`src/rtl/word_count_unit.sv`:
```
// Word-count datapath stage of the DMA address generator.
// Holds the word register, the word counter, the mode control field and the
// count-enable state. It executes the word-side instructions and provides
// registered readback. The downstream done generator closes the loop through
// the done input.
module word_count_unit #(
  parameter int unsigned W = 8
) (
  input  logic         clk,
  input  logic         rst,
  input  logic [2:0]   instr,
  input  logic         instr_vld,
  input  logic [W-1:0] din,
  input  logic         cinw,
  input  logic         done,
  output logic [W-1:0] dowc,
  output logic [W-1:0] dowr,
  output logic [1:0]   mode,
  output logic         running,
  output logic         halted,
  output logic [W-1:0] dout,
  output logic         dout_vld
);

  localparam logic [2:0] OpWrcr   = 3'b000;
  localparam logic [2:0] OpRdcr   = 3'b001;
  localparam logic [2:0] OpRdwc   = 3'b010;
  localparam logic [2:0] OpRdwr   = 3'b011;
  localparam logic [2:0] OpReinit = 3'b100;
  localparam logic [2:0] OpAddr   = 3'b101;
  localparam logic [2:0] OpLdwc   = 3'b110;
  localparam logic [2:0] OpEnct   = 3'b111;

  localparam logic [W-1:0] One = {{(W-1){1'b0}}, 1'b1};

  typedef enum logic [1:0] {
    StStop = 2'b00,
    StRun  = 2'b01,
    StHalt = 2'b10
  } state_e;

  state_e         state_q;
  logic [W-1:0]   dowc_q;
  logic [W-1:0]   dowr_q;
  logic [1:0]     mode_q;
  logic [W-1:0]   dout_q;
  logic           dout_vld_q;

  logic [W-1:0]   reload_cur;
  logic [W-1:0]   reload_din;
  logic [W-1:0]   dowc_step;
  logic [W-1:0]   mode_rd;
  logic           is_read;
  logic           cnt_slot;

  // Reload targets, counter step value and which edges leave room for counting.
  always_comb begin
    // Odd modes reload to zero, even modes reload to the word register.
    reload_cur = mode_q[0] ? '0 : dowr_q;
    // LDWC evaluates the reload with the incoming word as the register value.
    reload_din = mode_q[0] ? '0 : din;

    dowc_step = dowc_q;
    unique case (mode_q)
      2'b00:   dowc_step = dowc_q - One;
      2'b01,
      2'b11:   dowc_step = dowc_q + One;
      default: dowc_step = dowc_q;  // mode 10: counter is only the compare reference
    endcase

    mode_rd = {{(W-2){1'b0}}, mode_q};

    is_read = instr_vld && ((instr == OpRdcr) || (instr == OpRdwc) || (instr == OpRdwr));
    // Reads and the address-side opcode leave counting alone; any other
    // executed instruction swallows that edge's count step.
    cnt_slot = !instr_vld || is_read || (instr == OpAddr);
  end

  // All state: reset, then counting, then instruction writes (later wins).
  always_ff @(posedge clk) begin
    if (rst) begin
      state_q    <= StStop;
      dowc_q     <= '0;
      dowr_q     <= '0;
      mode_q     <= 2'b00;
      dout_q     <= '0;
      dout_vld_q <= 1'b0;
    end else begin
      dout_vld_q <= 1'b0;

      if (cnt_slot && (state_q == StRun)) begin
        // done freezes the counter on this very edge regardless of cinw.
        if (done) begin
          state_q <= StHalt;
        end else if (cinw) begin
          dowc_q <= dowc_step;
        end
      end

      if (instr_vld) begin
        unique case (instr)
          OpWrcr: begin
            mode_q  <= din[1:0];
            state_q <= StStop;
          end
          OpRdcr: begin
            dout_q     <= mode_rd;
            dout_vld_q <= 1'b1;
          end
          OpRdwc: begin
            dout_q     <= dowc_q;
            dout_vld_q <= 1'b1;
          end
          OpRdwr: begin
            dout_q     <= dowr_q;
            dout_vld_q <= 1'b1;
          end
          OpReinit: begin
            dowc_q  <= reload_cur;
            state_q <= StStop;
          end
          OpAddr: begin
          end
          OpLdwc: begin
            dowr_q  <= din;
            dowc_q  <= reload_din;
            state_q <= StStop;
          end
          OpEnct: begin
            state_q <= StRun;
          end
          default: begin
          end
        endcase
      end
    end
  end

  assign dowc     = dowc_q;
  assign dowr     = dowr_q;
  assign mode     = mode_q;
  assign dout     = dout_q;
  assign dout_vld = dout_vld_q;
  assign running  = (state_q == StRun);
  assign halted   = (state_q == StHalt);

endmodule

```
`config.mk`:
```
export PLATFORM = sky130hd
export DESIGN_NAME = word_count_unit
export DESIGN_NICKNAME = d
export VERILOG_FILES = /design/src/rtl/word_count_unit.sv
export SDC_FILE = /design/constraint.sdc
export NUM_CORES = 1
export LEC_CHECK = 0
export BUFFER_PORTS_ARGS = -buffer_cell sky130_fd_sc_hd__buf_2
export CORE_MARGIN = 2
export CORE_UTILIZATION = 45
export CTS_CLUSTER_DIAMETER = 40
export CTS_CLUSTER_SIZE = 24
export DETAILED_ROUTE_END_ITERATION = 8
export HOLD_SLACK_MARGIN = 0.12
export PLACE_DENSITY = 0.7
export REMOVE_ABC_BUFFERS = 1
export SYNTH_ARGS = -nofsm -noshare
export SYNTH_HDL_FRONTEND = slang
export SYNTH_SLANG_ARGS = --single-unit
```
`constraint.sdc`:
```
create_clock -name clk -period 2.3 [get_ports clk]
set_input_delay 0.345 -clock clk [delete_from_list [all_inputs] [get_ports clk]]
set_output_delay 0.345 -clock clk [all_outputs]
set_load 0.02 [all_outputs]
```
==> impl_metrics.ini, run 1 <==
[floorplan]
rows = 22
fp.dieW_um = 65.72
pin_count = 45
dieHeight_um = 65.72
initial_utilization = 0.4682
die_area_um2 = 4319
fp.coreArea_um2 = 3661

[placed_design]
placed_area_um2 = 1977
place_ws_ns = 0.2993
hpwlAfterDp_um = 3062
gp_congestion = 0.8173
port_buffers = 44
dp.cells = 283

[setup_path]
crit_type = flip-flop to flip-flop
reg2reg_depth = 7
endpoint = dowc[5]
timing.rr.end = dowc[5]
critical_path_required_ns = 2.50
r2r-start = mode[0]
crit_fanout = 11
endpoint_kind = flip-flop
cp-startpoint = mode[0]
reg2reg_slack_ns = 0.40
worstPathArrival_ns = 2.10
cp-start-kind = flip-flop

[clock_tree]
cts_buffers = 5
clock-sinks = 29
worst_setup_hold_path_clk_slew_ns = 0.06
ctsResizeCount = 0
postCtsHoldBufs = 0
postCtsSetupBuffers = 0
htreeDepth = 2
clk-insertion-delay-late_ns = 0.28
clk_path_buf_depth = 2
cts_tree = yes
cts-root-buf = clkbuf_8

[layout]
ff_latch_area_um2 = 580.6
area_growth_pct = 20.37
fin_cells = 290
drive_gt1_frac = 0.2645
diodes = 0
layout_common_cells = buf_2 (44), dfxtp_1 (29), a21oi_1 (26), nand2_1 (21), mux2i_1 (19)
nets = 265
final_util = 0.5636
layout_commonest_cell = buf_2
fin_area_um2 = 2063
fillers = 362
multiInputGateArea_um2 = 1067

[timing]
setup_viol = 0
period_share = 0.8260
slew_violations = 0
hold_viol = 0
slew_headroom = 0.5954
finalCriticalPeriod_ns = 1.900
rsz0062_at_grt = no
setup_tns_ns = 0
tightest_slew_ns = 0.6070
whs_ns = 0.3128
setup_ws_ns = 0.4003
fin_worst_skew_ns = 0.002622
max_clock_freq_ghz = 0.5264

[logic_synthesis]
syn_area_um2 = 1714
synthCells = 196
synthAdderAreaFrac = 0.05547
synth_top_family_by_area = simple AND/OR/NAND/NOR gates
synth_mux_area_frac = 0.1307
synth_seq_cells = 29
yosysSeqAreaShare = 0.3387
synth-xor-area-share = 0.02555
synth_simple_gate_area_frac = 0.2102
synthDistinctLibCells = 44
synth.yosys.warnings = 0
syn_avg_cell_area_um2 = 8.746
synth-compound-area-share = 0.2007

[worst_hold_path]
hp-class = input port to flip-flop

[drt]
vias_per_cell = 5.517
detail_route.first_pass.iterations = 4
routed.top_layer = met4
drc = 0
drt.antenna.violating_nets = 0
met1Wirelength_um = 1924
wl_um = 4201
drtIter0Drc = 85
drt-wirelength-per-cell_um = 14.49
met3WireLength_um = 240
dr_wl_met2_um = 1985
num_vias = 1600

[grt]
antenna_found_initial = 0
grt_pass1_vias = 1466
overflow = 0
grt_max_degree = 18
globalRouteTotalUtil = 0.2063
grt_pass1_wl_um = 6720

[power_and_ir_drop]
power_density_nw_per_um2 = 546.8
vdd_drop_max_mv = 0.2614
total_power_mw = 1.128
p_leak_nw = 0.8972

[flow_run]
maxCapViolCount = 0

[status]
status = finished, final reports clean
==> cell usage after synthesis, drive strengths merged <==
master   count  area, µm²
ha           6      75.07
or3          1      6.260
o211ai       3      22.52
nor2b        4      25.02
o21bai       2      15.01
buf          5      40.04
nand4b       1      8.760
dfxtp       29      580.6
a311oi       2      35.04
a211oi       6      50.05
xnor2        3      26.28
xor2         2      17.52
inv          1      3.750
and3         1      6.260
o21a         1      7.510
o22ai        2      12.51
o21ai        4      20.02
nand4        1      6.260
mux2i       19      190.2
mux2         3      33.78
or4b         1      10.01
nor3         8      40.04
nand3        3      15.01
o22a         2      17.52
a21oi       26      130.1
and3b        1      8.760
clkbuf       6      22.52
and2         1      6.260
a21o         2      15.01
nor2        17      63.81
nand2b       5      46.30
nand4bb      1      11.26
a32o         1      10.01
fa           1      20.02
a32oi        1      8.760
nand3b       2      18.77
nand2       21      78.83
nor4b        1      8.760
==> worst max-delay path, cell delays in order, from the launching register on <==
cell	delay (ns)
dfxtp_1	0.31
inv_1	0.28
ha_1	0.32
a211oi_1	0.27
o21ai_0	0.16
xor2_1	0.15
mux2i_1	0.11
a211oi_2	0.23
==> final cells by class <==
class,count,share of cell area
Tap cell,48,0.02911
Clock buffer,7,0.04184
Multi-Input combinational cell,155,0.5173
Sequential cell,29,0.2814
Inverter,1,0.001819
Timing Repair Buffer,50,0.1286
==> worst min-delay path by stage <==
stage / from / endpoint / slack (ns) / depth (start not counted)
finish: din[4] / dowr[4] / 0.31 / 3
detailed placement: dout[6] / dout[6] / 0.48 / 2
global placement: dout[1] / dout[1] / 0.47 / 2
floorplan: rst / dowc[5] / 0.41 / 1
global route: din[3] / dowr[3] / 0.32 / 3
CTS: din[4] / dowr[4] / 0.30 / 3
==> layer usage <==
metal	vias up	GRT usage
met5	-	0
met4	0	0.07031
met3	6	0.04452
met2	43	0.3497
met1	749	0.2572
li1	802	-
==> report_power, final <==
part	switching, mW	total (mW)	leakage [nW]	internal (mW)
Sequential	0.0124	0.526	0.235	0.514
Combinational	0.107	0.185	0.618	0.0779
Clock	0.181	0.417	0.0443	0.237
Total	0.300	1.13	0.897	0.828
==> sequential cells by signal (all words and copies together), names as in the netlist <==
name / cells
dout: 8
mode: 2
state_q: 2
dowr: 8
dowc: 8
dout_vld: 1
==> kinds of logic (layout without fill, tap and decap cells) <==
group	Yosys count	in the layout
mux	22	22
xor+xnor	5	5
compound gates	52	52
flops	29	29
buf+inv	12	58
simple gates	69	69
fa+ha+maj	7	7
No activity file was read; power rests on OpenSTA's default activity.
==> run 2, diff against run 1 <==
==> constraint.sdc (replaced) <==
create_clock -name clk -period 1.95 [get_ports clk]
set_input_delay 0.2925 -clock clk [delete_from_list [all_inputs] [get_ports clk]]
set_output_delay 0.2925 -clock clk [all_outputs]
set_load 0.02 [all_outputs]
==> run 2 against run 1 <==
Count of clock-buffer cells in the layout is 1 higher; critical path type unchanged; sequential power is 18% higher; first-iteration DRC count is 27% lower; die area stayed put; via count is 2.7% higher; maximum frequency is 5.2% higher.
==> impl_metrics.ini, run 2 (synthesis results as in run 1) <==
[status]
status = finished, final reports clean

[power_and_ir_drop]
p_leak_nw = 0.9173
power.share.clock = 0.357
p_sw_uw = 357.8
p_int_uw = 954.2
power_density_nw_per_um2 = 626.4
seq_power_share = 0.472
p_sw_frac = 0.2727
vdd_drop_max_mv = 0.3982
pwr-share-comb = 0.171

[worst_hold_path]
hp-class = input port to flip-flop
min_delay_worst_endpoint = dowr[3]
hold_path_depth = 3
min_from = din[3]

[timing]
rsz0062_at_grt = no
slew_violations = 0
slew_headroom = 0.6858
finalCriticalPeriod_ns = 1.806
hold_viol = 0
max_clock_freq_ghz = 0.5538
setup_viol = 0
tightest_slew_ns = 0.4713
period_share = 0.9260
fin_worst_skew_ns = 0.005615
whs_ns = 0.2648

[grt]
grt_pass1_vias = 1566
globalRouteTotalUtil = 0.2038
overflow = 0
grt_pass1_wl_um = 6831
antenna_found_initial = 0
grt_max_degree = 20

[drt]
drt.antenna.violating_nets = 0
detail_route.first_pass.iterations = 4
num_vias = 1643
drtIter0Drc = 62
vias_per_cell = 5.551
wl_um = 4089
drt-wirelength-per-cell_um = 13.81
drc = 0

[setup_path]
cp-startpoint = mode[0]
crit_fanout = 6
endpoint_kind = flip-flop
worstPathArrival_ns = 2.02
timing.rr.end = dowc[6]
r2r-start = mode[0]
reg2reg_slack_ns = 0.14
critical_path_required_ns = 2.17
reg2reg_depth = 7
crit_type = flip-flop to flip-flop
cp-start-kind = flip-flop

[layout]
diodes = 0
nets = 270
layout_commonest_cell = buf_2
layout_common_cells = buf_2 (44), dfxtp_1 (29), a21oi_1 (26), nand2_1 (21), mux2i_1 (19)
drive_gt1_frac = 0.2742
area_growth_pct = 22.19
final_util = 0.5721

[placed_design]
hpwlAfterDp_um = 3139
gp_congestion = 0.7966
port_buffers = 44

[clock_tree]
worst_setup_hold_path_clk_slew_ns = 0.06
clock-sinks = 29
cts_buffers = 5
cts_tree = yes
clk-insertion-delay-late_ns = 0.27
clk_path_buf_depth = 2
htreeDepth = 2
cts-root-buf = clkbuf_8

[floorplan]
die_area_um2 = 4319
fp.dieW_um = 65.72
dieHeight_um = 65.72
initial_utilization = 0.4682
fp.coreArea_um2 = 3661
pin_count = 45
rows = 22

[flow_run]
maxCapViolCount = 0
==> run 2: changes by cell type in the layout (fill, tap and decap cells not counted) <==
cell	previous run	this run
buf_4	6	11
o21ai_1	0	1
clkbuf_1	1	3
o21ai_0	4	3
clkbuf_8	6	5
==> run 2: worst max-delay path by stage <==
stage	slack [ns]	endpoint
after floorplan	-0.11	dowc[6]
after global placement	0.15	dowc[6]
after detailed placement	0.15	dowc[6]
after CTS	0.13	dowc[6]
after global routing	0.01	dowc[6]
final	0.14	dowc[6]
==> run 2: cell type report <==
class                           instances  area [µm²]
Fill cell                             363        1567
Inverter                                1       3.754
Tap cell                               48       60.06
Clock buffer                            8       80.08
Sequential cell                        29       580.6
Multi-Input combinational cell        155        1067
Timing Repair Buffer                   55       302.8
==> run 2: per-stage QoR <==
step	setup slack [ns]	total power, mW	area (µm²)	TNS, ns	instances
finish	0.1444	1.312	2095	0	296
global route	0.01450	1.375	2095	0	296
CTS	0.1272	1.319	2095	0	296
detailed placement	0.1499	0.8565	2014	0	288
global placement	0.1451	0.8540	2014	0	288
floorplan	-0.1051	0.7635	1652	-0.2066	185
==> run 2: power groups by stage <==
stage	Combinational (mW)	Clock, mW	Sequential, mW
global route	0.249	0.506	0.621
finish	0.225	0.468	0.619
global placement	0.222	0	0.632
floorplan	0.117	0	0.646
CTS	0.225	0.475	0.619
detailed placement	0.224	0	0.632
==> run 2: per-layer routing <==
metal  share of wire  GRT usage
met4          0.0029    0.04948
met3           0.062    0.05308
met1            0.46     0.2572
met5               0          0
met2            0.48     0.3447
==> run 2: critical path: stages (launching register included) <==
cell	delay, ns
dfxtp_1	0.34
inv_1	0.13
ha_1	0.39
a211oi_1	0.10
o21bai_1	0.16
a21oi_1	0.10
or4b_1	0.47
nand3_1	0.08
==> run 2: what timing repair did <==
| action | in CTS | in global routing |
|---|---|---|
| hold buffers | 0 | 0 |
| buffers inserted | 0 | 0 |
| endpoints found under the hold margin | 0 | 0 |
| resized for setup | 0 | 1 |
| endpoints found under the setup margin | 0 | 1 |
